==> config.mk <==
export PLATFORM = sky130hd
export DESIGN_NAME = irq_ctrl
export DESIGN_NICKNAME = d
export VERILOG_FILES = /design/src/rtl/irq_ctrl.sv
export SDC_FILE = /design/constraint.sdc
export NUM_CORES = 1
export LEC_CHECK = 0
export ABC_AREA = 1
export BUFFER_PORTS_ARGS = -buffer_cell sky130_fd_sc_hd__buf_2
export CAP_MARGIN = 20
export CORE_ASPECT_RATIO = 1.25
export CORE_MARGIN = 1.5
export CORE_UTILIZATION = 38
export CTS_CLUSTER_DIAMETER = 60
export CTS_CLUSTER_SIZE = 10
export DETAILED_ROUTE_END_ITERATION = 12
export SYNTH_ARGS = -nofsm -noshare
export SYNTH_HDL_FRONTEND = slang
export SYNTH_SLANG_ARGS = --single-unit
==> constraint.sdc <==
create_clock -name clk -period 1.2 [get_ports clk]
set_input_delay 0.12 -clock clk [delete_from_list [all_inputs] [get_ports clk]]
set_output_delay 0.12 -clock clk [all_outputs]
set_load 0.01 [all_outputs]
==> src/rtl/irq_ctrl.sv <==
// Edge-triggered, fixed-priority interrupt controller with an IDLE/ASSERT/SERVICE handshake.
// Define IRQ_CTRL_SYNC_EN to add a 2-flop synchronizer on every irq_src bit.
module irq_ctrl (
    input  logic       clk,
    input  logic       rst,
    input  logic [7:0] irq_src,
    input  logic       irq_en_we,
    input  logic [7:0] irq_en_wd,
    input  logic       interrupt_enable,
    input  logic       irq_ack,
    input  logic       irq_complete,
    output logic [7:0] interrupt_flag,
    output logic [2:0] irq_id,
    output logic [7:0] irq_pending,
    output logic [7:0] irq_en,
    output logic       irq_busy
);

    localparam logic [1:0] ST_IDLE    = 2'd0;
    localparam logic [1:0] ST_ASSERT  = 2'd1;
    localparam logic [1:0] ST_SERVICE = 2'd2;

    logic [7:0] srcSampled;

`ifdef IRQ_CTRL_SYNC_EN
    // Arm delay also covers the synchronizer fill, so a level held through reset is not seen as an edge.
    localparam int ARM_W = 3;

    logic [7:0] sync1_q;
    logic [7:0] sync2_q;

    always_ff @(posedge clk or negedge rst) begin
        if (!rst) begin
            sync1_q <= 8'h00;
            sync2_q <= 8'h00;
        end else begin
            sync1_q <= irq_src;
            sync2_q <= sync1_q;
        end
    end

    assign srcSampled = sync2_q;
`else
    localparam int ARM_W = 1;

    assign srcSampled = irq_src;
`endif

    logic [ARM_W-1:0] arm_q;
    logic [7:0]       srcPrev_q;
    logic [7:0]       pending_q, pending_d;
    logic [7:0]       en_q, en_d;
    logic [7:0]       flag_q, flag_d;
    logic [2:0]       id_q, id_d;
    logic [1:0]       state_q, state_d;
    logic             busy_q, busy_d;
    logic [7:0]       edgeDet;
    logic [7:0]       clrMask;
    logic [2:0]       cand;
    logic             candValid;

    assign edgeDet = srcSampled & ~srcPrev_q & {8{arm_q[ARM_W-1]}};

    // The first sample(s) after reset only prime srcPrev_q.
    always_ff @(posedge clk or negedge rst) begin
        if (!rst) begin
            arm_q     <= '0;
            srcPrev_q <= 8'h00;
        end else begin
            arm_q     <= (arm_q << 1) | ARM_W'(1);
            srcPrev_q <= srcSampled;
        end
    end

    always_comb begin
        cand      = 3'd0;
        candValid = 1'b0;
        for (int i = 7; i >= 0; i--) begin
            if (pending_q[i] && en_q[i]) begin
                cand      = 3'(i);
                candValid = 1'b1;
            end
        end
    end

    always_comb begin
        state_d = state_q;
        flag_d  = flag_q;
        id_d    = id_q;
        clrMask = 8'h00;
        case (state_q)
            ST_IDLE: begin
                if (interrupt_enable && candValid) begin
                    id_d    = cand;
                    flag_d  = 8'h01 << cand;
                    state_d = ST_ASSERT;
                end
            end
            ST_ASSERT: begin
                // Ack beats a same-cycle disable of the asserted source.
                if (irq_ack) begin
                    flag_d  = 8'h00;
                    clrMask = 8'h01 << id_q;
                    state_d = ST_SERVICE;
                end else if (irq_en_we && !irq_en_wd[id_q]) begin
                    flag_d  = 8'h00;
                    state_d = ST_IDLE;
                end
            end
            ST_SERVICE: begin
                flag_d = 8'h00;
                if (irq_complete) begin
                    state_d = ST_IDLE;
                end
            end
            default: begin
                flag_d  = 8'h00;
                state_d = ST_IDLE;
            end
        endcase
    end

    assign pending_d = (pending_q & ~clrMask) | edgeDet;
    assign en_d      = irq_en_we ? irq_en_wd : en_q;
    assign busy_d    = (state_d != ST_IDLE);

    always_ff @(posedge clk or negedge rst) begin
        if (!rst) begin
            state_q   <= ST_IDLE;
            flag_q    <= 8'h00;
            id_q      <= 3'd0;
            pending_q <= 8'h00;
            en_q      <= 8'h00;
            busy_q    <= 1'b0;
        end else begin
            state_q   <= state_d;
            flag_q    <= flag_d;
            id_q      <= id_d;
            pending_q <= pending_d;
            en_q      <= en_d;
            busy_q    <= busy_d;
        end
    end

    assign interrupt_flag = flag_q;
    assign irq_id         = id_q;
    assign irq_pending    = pending_q;
    assign irq_en         = en_q;
    assign irq_busy       = busy_q;

endmodule

==> summary.txt, run 1 <==
Status
  – Status: complete, but fails checks
  – Failing checks: setup timing

Clock network
  – CTS tree: built
  – CTS clk-pin slew, worst paths: 70 ps
  – Clk_lat worst skew: 300 ps
  – Sink Count: 39
  – Total CTS buffers: 5
  – CTS Root Cell: clkbuf_8
  – H-Tree Level Count: 2
  – Worst-case clock buffer depth: 2

Die
  – Cell Rows: 27
  – DIE WIDTH: 63.36 um
  – Die H: 78.45 um
  – Die area: 4970 um2
  – Core box area: 4392 um2
  – Initial Util: 0.3940
  – Ports: 50

Power
  – VDD IR max: 976.7 uV
  – Pwr per Cell Area: 2020 nW/um2
  – Pwr Total: 5352 uW
  – Leak pwr: 0.001369 uW

Finish
  – Final #Nets: 309
  – Most common cell after layout, fill and taps aside: nand2_1
  – Fin util: 0.6031
  – Most frequent cells in the layout: nand2_1, buf_2, dfrtp_1
  – Syn-to-layout area delta: 53.07%
  – Antenna Diode Count: 0
  – Layout cell share with drive strength beyond 1: 0.4861

Global route
  – Global-route wire length before repair: 7.058 mm
  – Total GRT Usage: 0.1846
  – Pin count of the biggest net entering global routing: 40
  – Number of global-route vias before repair: 1615
  – Total grt overflow: 0
  – Initial antenna violation count: 0

Placement
  – Gpl congestion: 0.8417
  – Port-buffer cells: 49
  – DP HPWL: 3.062 mm

Logic synthesis
  – EDFF count, synth: 0
  – Mapped Cells: 186
  – Post-synth cell types: 26
  – Synth area leader: dfrtp_1
  – Synth async-reset ratio: 1.000
  – Top FF cell, synth: dfrtp_1
  – Seq cells post-synth: 39
  – Dominant cells by area after synthesis: dfrtp_1, nand2_1, mux2_2
  – Synthesized cell area: 1730 um2
  – Ys Warns: 0
  – Seq/Total Area, Yosys: 0.5640
  – Syn_area_per_cell: 9.303 um2
  – Synth Net Count: 208
  – Post-synth top area share: 0.5640

Setup path
  – WS Path Type: flop to flop
  – Cells on worst reg2reg path: 11
  – Worst R2R Start: irq_id[0]$_DFFE_PN0P_
  – Startpoint types: flop
  – Worst-path cell chain: inv_6 -> nand2_1 -> nand2_1 -> nand2_1 -> nand2_1 -> nand2_1 -> nand3_2 -> nand2_4 -> nand2_4 -> nand2_1 -> nand2_1
  – Critical R2R Capture: interrupt_flag[5]$_DFFE_PN0P_
  – CP startpoint: irq_id[0]$_DFFE_PN0P_
  – Crit-path max FO: 8
  – Buf+Inv Stages, Crit Path: 1
  – Most used cell, CP: nand2_1
  – Register-to-Register Setup Slack: -130 ps
  – Crit-path leading delay family: simple AND/OR/NAND/NOR gates
  – Slowest cell on crit path: dfrtp_2
  – Crit path DAT: 1520 ps
  – Critical path capture point type: flop
  – Req. time, crit path: 1390 ps
  – Critical path's largest stage delay: 490 ps

Route
  – Initial DRC Count: 38
  – Remaining antenna violation count: 0
  – DR pass1 iterations: 4
  – Total wire length: 4.298 mm
  – Number of vias per cell: 4.575
  – DR vias: 1583
  – Drt wl/cell: 12.42 um
  – # DRC: 0

Timing
  – Crit path time final: 1331 ps
  – RSZ-0062 raised after global routing: yes
  – Fmax: 751.6 MHz
  – # setup viols final: 21
  – PnR worst setup slack: -130.6 ps
  – Final Max Slew Viols: 0
  – Layout Skew: 2.394 ps
  – Period utilization: 1.109
  – Endpoints failing hold: 0

Hold path
  – Min-delay worst type: input port to flop
  – Worst hold start: irq_en_wd[7]
  – Hold Path Sink: irq_en[7]$_DFFE_PN0P_
  – WHS Path Cells: 2

Flow run
  – Max Cap Viol: 0
[metal layers]
metal	wire [um]	GRT usage
met4	68	0.07174
met5	0	0
met2	2247	0.3253
met3	173	0.04871
met1	1808	0.2121
[registers in the layout, summed over array words and instances (netlist names)]
name / flops
srcPrev_q: 8
irq_id: 3
irq_busy: 1
arm_q: 1
state_q: 2
irq_pending: 8
irq_en: 8
interrupt_flag: 8
[synthesized netlist by cell type, types with 2 or more instances]
cell	n
nand2_1	78
dfrtp_1	39
inv_1	10
nor2_1	10
mux2_2	8
nand3_1	6
nand2_2	4
nand4_1	4
o41ai_1	4
o21ai_0	3
o31ai_1	3
nor2_2	2
nor3_1	2
[final cells by class]
cell class,count,area [um2]
sequential,39,978.4
clock inverter,1,7.507
timing repair buffer,96,654.4
clock buffer,7,96.34
tap,58,72.57
fill,397,1743
multi-input combinational,134,793.3
inverter,11,46.29
[report_power, final]
part | leakage, uW | internal, uW | switching, uW
sequential | 0.000457 | 1610 | 241
clock | 0.0000505 | 522 | 463
combinational | 0.000862 | 1180 | 1330
total | 0.00137 | 3310 | 2040
[worst max path at each step]
stage	depth (start not counted)	slack [ps]	end
6_report	11	-130	interrupt_flag[5]$_DFFE_PN0P_
5_1_grt	11	-260	interrupt_flag[0]$_DFFE_PN0P_
4_1_cts	11	-140	interrupt_flag[7]$_DFFE_PN0P_
3_5_place_dp	11	-230	interrupt_flag[7]$_DFFE_PN0P_
3_3_place_gp	11	-250	interrupt_flag[1]$_DFFE_PN0P_
2_1_floorplan	12	-40	interrupt_flag[1]$_DFFE_PN0P_
[kinds of logic after synthesis]
group / synth area share
flops: 0.5640
other cells: 0.002167
mux: 0.05206
buf+inv: 0.04556
simple gates: 0.2834
compound gates: 0.05277
[per-stage QoR]
| step | setup TNS (ps) | hold WS [ps] | area [um2] | cells | setup slack (ps) |
|---|---|---|---|---|---|
| after detailed placement | -2809 | 105.6 | 2276 | 323 | -232.9 |
| after floorplan | -329.8 | -175.6 | 1730 | 186 | -41.53 |
| after global placement | -2950 | 105.6 | 2276 | 323 | -248.9 |
| after CTS | -1380 | 60.96 | 2517 | 340 | -144.4 |
| after global routing | -4285 | 67.37 | 2649 | 346 | -264.0 |
| final | -1728 | 67.43 | 2649 | 346 | -130.6 |
[repair_timing]
action	in CTS	in global routing
hold endpoints to repair	47	0
pin swaps	7	5
gates cloned	0	1
gates resized for setup	16	24
buffers inserted	0	5
setup endpoints to repair	23	23
hold buffers	9	0
(Power assumes the default switching activity.)
==> run 2: changes to the inputs <==
- clock period: 1.2 -> 1.7 ns (I/O delays scaled with it)
==> run 2 against run 1 <==
Compared with the run above:
- the flow now finishes without violations
- cell area decreased by 17%
- flip-flop and latch count unchanged
- sequential share of layout area increased by 7.5 points
- via count decreased by 10%
- critical path depth unchanged
- worst hold slack got worse by 54 ps
- non-clock buffer count decreased by 38
- highest routed layer unchanged
==> summary.txt, run 2 (synthesis gave the netlist of run 1 again) <==
Status
  – Status: finished, final reports clean

Timing
  – Crit path time final: 1432 ps
  – Fmax: 698.4 MHz
  – Endpoints failing hold: 0
  – # setup viols final: 0
  – WHS: 13.30 ps
  – RSZ-0062 raised after global routing: no
  – Period utilization: 0.8422
  – Setup TNS Final: 0 ps
  – Layout Skew: 8.879 ps
  – Final Max Slew Viols: 0

Setup path
  – Worst-path cell chain: inv_6 -> nand2_1 -> nand2_1 -> nand2_1 -> nand2_1 -> nand2_1 -> nand3_2 -> nand2_2 -> nand2_4 -> nand2_1 -> nand2_1
  – Slowest cell on crit path: dfrtp_1
  – Crit path DAT: 1610 ps
  – Critical path capture point type: flop
  – Crit-path leading delay family: simple AND/OR/NAND/NOR gates
  – Critical path's largest stage delay: 600 ps
  – Most used cell, CP: nand2_1
  – Crit-path max FO: 11
  – Buf+Inv Stages, Crit Path: 1
  – Startpoint types: flop
  – Req. time, crit path: 1880 ps
  – WS Path Type: flop to flop

Route
  – Drt wl/cell: 12.56 um
  – # DRC: 0
  – DR vias: 1420
  – Initial DRC Count: 64
  – Remaining antenna violation count: 0
  – Number of vias per cell: 4.625
  – DR pass1 iterations: 4
  – Total wire length: 3.857 mm

Power
  – Leak pwr: 0.001137 uW
  – VDD IR max: 720.6 uV
  – Pwr Total: 2987 uW
  – Pwr per Cell Area: 1360 nW/um2

Finish
  – Layout fillers: 435
  – Final #Nets: 270
  – Most frequent cells in the layout: nand2_1, buf_2, dfrtp_1
  – Most common cell after layout, fill and taps aside: nand2_1
  – Final Cell Area: 2197 um2
  – Layout cell share with drive strength beyond 1: 0.3052
  – Antenna Diode Count: 0
  – Syn-to-layout area delta: 26.97%

Die
  – DIE WIDTH: 63.36 um
  – Core box area: 4392 um2
  – Die H: 78.45 um
  – Initial Util: 0.3940
  – Die area: 4970 um2
  – Ports: 50
  – Cell Rows: 27

Clock network
  – Sink Count: 39
  – H-Tree Level Count: 2
  – CTS tree: built
  – Total CTS buffers: 5
  – CTS clk-pin slew, worst paths: 80 ps
  – Post-cts resize count: 0
  – CTS Root Cell: clkbuf_8
  – Worst-case clock buffer depth: 2
  – CTS Hold Bufs: 8
  – Setup bufs post-CTS: 0
  – Clk_lat worst skew: 290 ps

Placement
  – Dpl cell area: 2036 um2
  – Gpl congestion: 0.8058
  – DP HPWL: 2.966 mm
  – Port-buffer cells: 49

Flow run
  – Max Cap Viol: 0

Hold path
  – Min-delay worst type: input port to flop

Global route
  – Initial antenna violation count: 0
  – Total GRT Usage: 0.1652
  – Number of global-route vias before repair: 1357
  – Global-route wire length before repair: 6.396 mm
  – Total grt overflow: 0
  – Pin count of the biggest net entering global routing: 22
run 2: cell types whose count changed in the layout (fill, tap and decap cells not counted), moves of 5 or more:
cell,previous run,this run
nand2_4,6,1
buf_6,5,0
nand2_2,17,4
nand2_1,61,78
buf_4,33,0
run 2: layout make-up:
class                           count  area, um2  share of cell area
Tap cell                           58      72.57             0.03303
Clock buffer                        7      76.32             0.03474
Timing Repair Buffer               58      345.3              0.1572
Sequential cell                    39      975.9              0.4442
Inverter                           11      46.29             0.02107
Multi-Input combinational cell    133      675.6              0.3075
Clock inverter                      1      5.005            0.002278
run 2: final timing paths:
kind | slack [ps] | end | from | depth (start not counted)
hold / removal | 10 | srcPrev_q[1]$_DFF_PN0_ | irq_src[1] | 1
hold reg to reg | 430 | irq_pending[6]$_DFF_PN0_ | srcPrev_q[6]$_DFF_PN0_ | 1
min in group asynchronous | 340 | state_q[1]$_DFF_PN0_ | rst | 2
setup reg to reg | 270 | interrupt_flag[2]$_DFFE_PN0P_ | irq_id[0]$_DFFE_PN0P_ | 11
max in group asynchronous | 890 | srcPrev_q[1]$_DFF_PN0_ | rst | 3
setup / recovery | 270 | interrupt_flag[2]$_DFFE_PN0P_ | irq_id[0]$_DFFE_PN0P_ | 11
run 2: worst register-to-register path: stages, from the launching register on:
cell and delay (ps):
dfrtp_1 600, inv_6 70, nand2_1 70, nand2_1 40
nand2_1 50, nand2_1 50, nand2_1 60, nand3_2 80
nand2_2 100, nand2_4 80, nand2_1 60, nand2_1 50
run 2: power by group:
part | total (uW) | switching [uW] | leakage [uW] | internal, uW
registers | 1330 | 197 | 0.000459 | 1130
clock network | 600 | 312 | 0.0000422 | 288
logic | 1060 | 666 | 0.000636 | 396
total | 2990 | 1170 | 0.00114 | 1810
run 2: routing by layer:
metal  global-route usage  wire length (um)
met5                    0                 0
met3              0.04011               196
met2               0.2842              1989
met4              0.05217                31
met1               0.2032              1640
run 2: per-stage QoR:
step / setup slack (ps) / instances / utilization
floorplan: 458.5 / 186 / -
global placement: 314.7 / 291 / 0.4635
detailed placement: 277.3 / 291 / 0.4635
CTS: 264.0 / 307 / 0.5003
global route: 129.0 / 307 / 0.5003
finish: 268.2 / 307 / 0.5003
